[src/rtl/uart_tx_if.sv]
`default_nettype none
// =============================================================================
// uart_tx_if : valid/ready word handshake between a producer and uart_tx
// Rev 1.0
// =============================================================================
interface uart_tx_if;
  logic [7:0] i_tx_data;
  logic       i_tx_valid;
  logic       o_tx_ready;
  logic       o_tx_busy;

  modport master (
    output i_tx_data,
    output i_tx_valid,
    input  o_tx_ready,
    input  o_tx_busy
  );

  modport slave (
    input  i_tx_data,
    input  i_tx_valid,
    output o_tx_ready,
    output o_tx_busy
  );
endinterface
`default_nettype wire

[src/rtl/uart_tx.sv]
`default_nettype none
// =============================================================================
// uart_tx : LSB-first UART frame serialiser clocked by an external baud square
//           wave; optional parity bit when UART_TX_PARITY_EN is defined.
// Rev 1.0
// =============================================================================
module uart_tx #(
  parameter int DATA_BITS  = 8,
  parameter int STOP_BITS  = 1,
  parameter int PARITY_ODD = 0
) (
  input  wire logic sys_clk,
  input  wire logic sys_reset_n,
  input  wire logic i_uart_clk,
  uart_tx_if.slave  tx,
  output logic      o_uart_txd
);

  localparam logic [2:0] LAST_BIT = 3'(DATA_BITS - 1);

`ifdef UART_TX_PARITY_EN
  localparam logic [7:0] DATA_MASK = 8'((9'd1 << DATA_BITS) - 9'd1);
  typedef enum logic [2:0] {
    S_IDLE   = 3'd0,
    S_WAIT   = 3'd1,
    S_START  = 3'd2,
    S_DATA   = 3'd3,
    S_STOP   = 3'd4,
    S_PARITY = 3'd5
  } state_t;
`else
  typedef enum logic [2:0] {
    S_IDLE  = 3'd0,
    S_WAIT  = 3'd1,
    S_START = 3'd2,
    S_DATA  = 3'd3,
    S_STOP  = 3'd4
  } state_t;
`endif

  state_t     state_q, state_d;
  logic       clk_d_q;
  logic [7:0] shreg_q, shreg_d;
  logic [2:0] bitcnt_q, bitcnt_d;
  logic       stop_q, stop_d;
  logic       buf_q, buf_d;
  logic       txd_q, txd_d;
`ifdef UART_TX_PARITY_EN
  logic       par_q, par_d;
`else
  logic       unused_parity_odd;
  assign unused_parity_odd = (PARITY_ODD != 0);
`endif

  logic tick;
  logic last_stop;
  logic ready;
  logic accept;

  // Baud clock is already sys_clk-synchronous, so one register gives a clean edge.
  assign tick      = i_uart_clk & ~clk_d_q;
  assign last_stop = (STOP_BITS == 1) || stop_q;
  assign ready     = (state_q == S_IDLE) ||
                     ((state_q == S_STOP) && last_stop && !buf_q);
  assign accept    = tx.i_tx_valid & ready;

  assign tx.o_tx_ready = ready;
  assign tx.o_tx_busy  = (state_q != S_IDLE);
  assign o_uart_txd    = txd_q;

  always_ff @(posedge sys_clk or negedge sys_reset_n) begin
    if (!sys_reset_n) begin
      state_q  <= S_IDLE;
      clk_d_q  <= 1'b0;
      shreg_q  <= '0;
      bitcnt_q <= '0;
      stop_q   <= 1'b0;
      buf_q    <= 1'b0;
      txd_q    <= 1'b1;
`ifdef UART_TX_PARITY_EN
      par_q    <= 1'b0;
`endif
    end else begin
      state_q  <= state_d;
      clk_d_q  <= i_uart_clk;
      shreg_q  <= shreg_d;
      bitcnt_q <= bitcnt_d;
      stop_q   <= stop_d;
      buf_q    <= buf_d;
      txd_q    <= txd_d;
`ifdef UART_TX_PARITY_EN
      par_q    <= par_d;
`endif
    end
  end

  // txd_d always carries the level of the bit that starts on this tick.
  always_comb begin
    state_d  = state_q;
    shreg_d  = shreg_q;
    bitcnt_d = bitcnt_q;
    stop_d   = stop_q;
    buf_d    = buf_q;
    txd_d    = txd_q;
`ifdef UART_TX_PARITY_EN
    par_d    = par_q;
    if (accept) par_d = (^(tx.i_tx_data & DATA_MASK)) ^ (PARITY_ODD != 0);
`endif
    if (accept) shreg_d = tx.i_tx_data;

    case (state_q)
      S_IDLE: begin
        txd_d = 1'b1;
        if (accept) state_d = S_WAIT;
      end
      S_WAIT: begin
        if (tick) begin
          state_d = S_START;
          txd_d   = 1'b0;
        end
      end
      S_START: begin
        if (tick) begin
          state_d  = S_DATA;
          txd_d    = shreg_q[0];
          bitcnt_d = 3'd0;
        end
      end
      S_DATA: begin
        if (tick) begin
          if (bitcnt_q == LAST_BIT) begin
`ifdef UART_TX_PARITY_EN
            state_d = S_PARITY;
            txd_d   = par_q;
`else
            state_d = S_STOP;
            txd_d   = 1'b1;
            stop_d  = 1'b0;
`endif
          end else begin
            shreg_d  = shreg_q >> 1;
            txd_d    = shreg_q[1];
            bitcnt_d = bitcnt_q + 3'd1;
          end
        end
      end
`ifdef UART_TX_PARITY_EN
      S_PARITY: begin
        if (tick) begin
          state_d = S_STOP;
          txd_d   = 1'b1;
          stop_d  = 1'b0;
        end
      end
`endif
      S_STOP: begin
        if (accept) buf_d = 1'b1;
        if (tick) begin
          if (!last_stop) begin
            stop_d = 1'b1;
          end else if (buf_q || accept) begin
            state_d = S_START;
            txd_d   = 1'b0;
            buf_d   = 1'b0;
          end else begin
            state_d = S_IDLE;
            txd_d   = 1'b1;
          end
        end
      end
      default: begin
        state_d = S_IDLE;
        txd_d   = 1'b1;
      end
    endcase
  end

endmodule
`default_nettype wire
[src/flat_wrapper.sv]
// flat-port wrapper written by rule: the top's interface ports become plain ports
module uart_tx_flat 
#(
  parameter int DATA_BITS  = 8,
  parameter int STOP_BITS  = 1,
  parameter int PARITY_ODD = 0
)
  (sys_clk, sys_reset_n, i_uart_clk, o_uart_txd, tx_i_tx_data, tx_i_tx_valid, tx_o_tx_ready, tx_o_tx_busy);
  uart_tx_if tx_i ();
  input  wire logic sys_clk;
  input  wire logic sys_reset_n;
  input  wire logic i_uart_clk;
  output logic o_uart_txd;
  input wire logic [$bits(tx_i.i_tx_data)-1:0] tx_i_tx_data;
  input wire logic [$bits(tx_i.i_tx_valid)-1:0] tx_i_tx_valid;
  output wire logic [$bits(tx_i.o_tx_ready)-1:0] tx_o_tx_ready;
  output wire logic [$bits(tx_i.o_tx_busy)-1:0] tx_o_tx_busy;
  assign tx_i.i_tx_data = tx_i_tx_data;
  assign tx_i.i_tx_valid = tx_i_tx_valid;
  assign tx_o_tx_ready = tx_i.o_tx_ready;
  assign tx_o_tx_busy = tx_i.o_tx_busy;
  uart_tx #(.DATA_BITS(DATA_BITS), .STOP_BITS(STOP_BITS), .PARITY_ODD(PARITY_ODD)) u_core (.sys_clk(sys_clk), .sys_reset_n(sys_reset_n), .i_uart_clk(i_uart_clk), .tx(tx_i), .o_uart_txd(o_uart_txd));
endmodule
[config.mk]
export PLATFORM = sky130hd
export DESIGN_NAME = uart_tx_flat
export DESIGN_NICKNAME = d
export VERILOG_FILES = /design/src/rtl/uart_tx_if.sv /design/src/rtl/uart_tx.sv /design/src/flat_wrapper.sv
export SDC_FILE = /design/constraint.sdc
export NUM_CORES = 1
export LEC_CHECK = 0
export ABC_AREA = 1
export CORE_UTILIZATION = 56
export CTS_CLUSTER_SIZE = 12
export DETAILED_ROUTE_END_ITERATION = 7
export PLACE_DENSITY = 0.82
export SLEW_MARGIN = 20
export SYNTH_ARGS = -nofsm -noshare
export SYNTH_HDL_FRONTEND = slang
export SYNTH_SLANG_ARGS = --single-unit
[constraint.sdc]
create_clock -name sys_clk -period 2.5 [get_ports sys_clk]
set_input_delay 0.5 -clock sys_clk [delete_from_list [all_inputs] [get_ports sys_clk]]
set_output_delay 0.5 -clock sys_clk [all_outputs]
set_load 0.1 [all_outputs]
* After elaboration in Yosys (flattened, before gate mapping)
Index checks and enable logic that the tools add are counted.
** Storage, ports and cells
- ROM bits :: 0
- Memories kept :: 0
- Memory bits (writable) :: 0
- Logic and storage cells :: 58
- Latch bits :: 0
- Register bits after elaboration :: 17
** Cells by class
- Add/subtract/negate cells :: 1
- Reductions and logical operators :: 10
- Multipliers :: 0
- Eq/ne operators :: 12
- Magnitude comparators :: 0
- Mux-type cells :: 26
- Shift operators :: 0
- Div/mod/pow operators :: 0
- Bitwise operators :: 3
** Operators by type and width (number)
- 2-to-1 mux 8 bit :: 4
- 2-to-1 mux 3 bit :: 9
- case mux 3 bit (5 select lines) :: 1
- != test 2 x 1 -> 1 bit (second input constant) :: 6
- 2-to-1 mux 1 bit :: 9
- AND reduction 4 bit :: 2
- == test 3 x 2 -> 1 bit (second input constant) :: 2
- == test 3 bit (second input constant) :: 2
- case mux 3 bit (2 select lines) :: 1
- AND reduction 6 bit :: 1
- case mux 1 bit (4 select lines) :: 1
- adder 3 x 1 -> 3 bit (second input constant) :: 1
- == test 3 x 1 -> 1 bit (second input constant) :: 1
- zero test 3 bit :: 1
- nonzero test 3 bit :: 1
- bitwise AND 1 bit :: 2
- logical OR 1 bit :: 2
- 2-to-1 mux 2 bit :: 1
- != test 2 bit (second input constant) :: 1
- nonzero test 2 bit :: 1
- logical AND 1 bit :: 1
- zero test 1 bit :: 1
- inverter 1 bit :: 1

* Longest topological paths before layout
- Depth in word-level cells :: 8
- Mapped depth :: 9
- Depth with buffers taken out :: 9

* Worst setup path after synthesis
No wires, ideal clock.
- Path kind :: reg2out
- Start point :: reg u_core.state_q[2]
- End point :: out tx_o_tx_busy
- Data required time :: 2.000 ns
- Cell stages (with the launch flop) :: 3
- Path slack :: 0.781 ns
- Path buffers :: 0
- Data arrival time :: 1.219 ns
- Path through :: dfrtp_1 > nor2_2 > nand2_1
** On the way
- Cells in the longest elaborated chain, start to end :: 1
** Ends and longest elaborated chain
- start: declaration :: RTL line uart_tx.sv:41 : state_t state_q, state_d;
- start signal: assignment :: RTL line uart_tx.sv:84 : state_q <= state_d;
- nonzero test 3 bit :: RTL line uart_tx.sv:68 : assign tx.o_tx_busy = (state_q != S_IDLE);
- end: declaration :: RTL line flat_wrapper.sv:17 : output wire logic [$bits(tx_i.o_tx_busy)-1:0] tx_o_tx_busy;
No other way between the ends.

* Final worst setup path
- Start point :: reg u_core.state_q[1]
- End point :: out tx_o_tx_ready
** On the way
- Cells in the longest elaborated chain, start to end :: 3
** Ends and longest elaborated chain
- == test 3 bit :: RTL line uart_tx.sv:64 : ((state_q == S_STOP) && last_stop && !buf_q);
- logical AND 1 bit :: RTL line uart_tx.sv:64
- logical OR 1 bit (*) :: RTL line uart_tx.sv:63 : assign ready = (state_q == S_IDLE) ||
- end: declaration :: RTL line flat_wrapper.sv:16 : output wire logic [$bits(tx_i.o_tx_ready)-1:0] tx_o_tx_ready;
Every way passes the cells marked *; elsewhere a longest branch is shown, timed or not.

==> flow_summary.yaml <==
status:
  status: "finished clean"
placed_design:
  dp_hpwl_um: 1492
  dp.cells: 176
  place_congestion: 0.8513
  portBuffers: 14
clock_tree:
  h-tree-depth: 1
  cts_hold_buf: 0
  cts_buffers: 3
  cts_buffer_depth: 2
  cts_sinks: 17
  cts_root_buf: "clkbuf_4"
  cts_tree: "done"
  clk_pin_slew_ns: 0.10
  post_cts_resized: 0
  post-cts-setup-buffer-count: 0
  clk_latency_ns: 0.29
setup_path:
  cp-start-kind: "flop"
  startpoint: "u_core.state_q[1]"
  cp.required_ns: 2.00
  r2r_end: "u_core.shreg_q[2]"
  r2r-start: "u_core.bitcnt_q[0]"
  reg2reg_depth: 7
  end_kind: "primary output"
  critical_path_class: "flop to primary output"
  cp_max_fo: 6
  arrival_ns: 1.43
  reg2reg_slack_ns: 1.08
power:
  power_frac_seq_pct: 33.1
  intPower_mw: 0.7206
  pwr-share-clk_pct: 9.8
  switchingPower_mw: 0.8024
  fin_total_pwr_mw: 1.523
  switching_share_pct: 52.69
  power.density_mw_per_mm2: 1281
  p_comb_share_pct: 57.1
  peakVddDrop_mv: 0.8702
  cellLeakagePower_nw: 0.6550
min_path:
  hold_path_class: "flop to flop"
  hold_depth: 2
  hp-start: "u_core.shreg_q[6]"
  holdPathEnd: "u_core.shreg_q[5]"
drt:
  wl_per_cell_um: 10.84
  drt_iter0_markers: 20
  drc: 0
  routed_wl_um: 1952
  via_per_inst: 5.000
  ant_nets: 0
  first_pass_iters: 4
  vias: 900
global_routing:
  grt_pass1_wl_um: 3360
  grt_pass1_vias: 843
  antenna_found_initial: 0
  track_usage_pct: 23.35
  grt-ovfl-total: 0
  grt_max_degree: 18
floorplan:
  start_util_pct: 62.72
  die-height_um: 44.25
  fp-row-count: 14
  die-width_um: 44.25
  ios: 15
  die-area_mm2: 0.001958
  coreArea_mm2: 0.001594
synth:
  yosysWarnings: 0
  postSynthCellCount: 138
  synth.avg_cell_area_um2: 7.244
  synthDistinctLibCells: 20
  synthArstFlopShare_pct: 100.0
  synthesis.nets: 152
  synth_seq_area_share_pct: 42.68
  syn_area_um2: 999.7
  synthFlopType: "dfrtp_1"
  ys_ff_latch: 17
  synth_edf_count: 0
final_layout:
  diodes: 0
  drive_gt1_share_pct: 14.74
  nets: 171
  stdcell_count: 180
  mostFrequentLayoutCells: "nand2_1 (52), inv_1 (22), nand3_1 (17)"
  syn_to_final_growth_pct: 18.90
  final_common_cell: "nand2_1"
sta:
  final-max-slew-violation-count: 0
  setup_viol: 0
  timing.final.crit_share_pct: 77.15
  finalCriticalPeriod_ns: 1.929
  fmax_mhz: 518.5
  setup_tns_ns: 0
  hold_violations: 0
  slew_headroom_pct: 49.28
  fin_worst_skew_ns: 0.004814
  grt_setup_unrepaired: "no"
  worstMarginPinSlew_ns: 0.7584
run:
  cap_viol_max_count: 0
state kept, by name, summed over array words and instances, names as in the netlist:
name / cells
u_core.shreg_q: 8
u_core.state_q: 3
u_core.clk_d_q: 1
u_core.bitcnt_q: 3
u_core.buf_q: 1
u_core.o_uart_txd: 1
stage by stage:
stage / setup WS (ns) / hold slack, ns / util [%] / cell area [um^2]
after floorplan: 0.7808 / 0.2044 / - / 999.7
after global placement: 0.7346 / 0.4547 / 72.92 / 1162
after detailed placement: 0.6914 / 0.4603 / 72.92 / 1162
after CTS: 0.5698 / 0.4827 / 74.57 / 1189
after global routing: 0.5082 / 0.5107 / 74.57 / 1189
final: 0.5713 / 0.4805 / 74.57 / 1189
Yosys cell counts (2+ instances only):
cell type  number  area share, %
inv_1          22            8.3
nand2_2         4            2.5
dfrtp_1        16             40
nor2_2          3            1.9
nand2_1        52             20
nand3_1        17            8.5
o21ai_0         2            1.0
ha_1            2            2.5
nor2_1          7            2.6
inv_2           2           0.75
nor2_4          2            2.3
power groups by stage:
stage / clock (mW) / combinational (mW) / sequential, mW
after floorplan: 0 / 0.652 / 0.540
after global placement: 0 / 0.846 / 0.500
after detailed placement: 0 / 0.873 / 0.508
after CTS: 0.152 / 0.875 / 0.503
after global routing: 0.162 / 0.970 / 0.516
final: 0.150 / 0.870 / 0.503
critical path, cell delays in order (launching register included):
cell	delay [ns]
dfrtp_1	0.48
nor2_2	0.19
o21ai_2	0.10
inv_2	0.08
buf_4	0.29
logic make-up (layout without fill, tap and decap cells):
kind of cell	after synthesis	count (layout)	synth area share, %
DFF	17	17	42.68
buffers and inverters	25	43	9.888
AOI/OAI and AO/OA	5	5	3.004
and+or+nand+nor	89	89	41.93
adders and majority gates	2	2	2.503
per-layer routing:
layer / up-vias / global-route usage, % / wire, um
li1: 461 / - / -
met5: - / 0 / 0
met1: 403 / 29.21 / 919
met4: 0 / 10.91 / 34
met2: 28 / 38.24 / 888
met3: 8 / 5.306 / 110
worst max path at each step:
stage                          to  slack (ns)  depth (start not counted)
2_1_floorplan        tx_o_tx_busy        0.78                          2
3_3_place_gp   u_core.bitcnt_q[2]        0.73                          7
3_5_place_dp    u_core.shreg_q[2]        0.69                          6
4_1_cts             tx_o_tx_ready        0.57                          4
5_1_grt             tx_o_tx_ready        0.51                          4
6_report            tx_o_tx_ready        0.57                          4
layout make-up:
type                    count  area (um^2)
flip-flops and latches     17        426.7
repair buffers             14        132.6
well taps                  24        30.03
inverters                  25        98.84
clock buffers               4        26.28
fillers                   129        405.4
multi-input cells          96        474.2
Note: power is estimated with default switching activity, not from simulation.
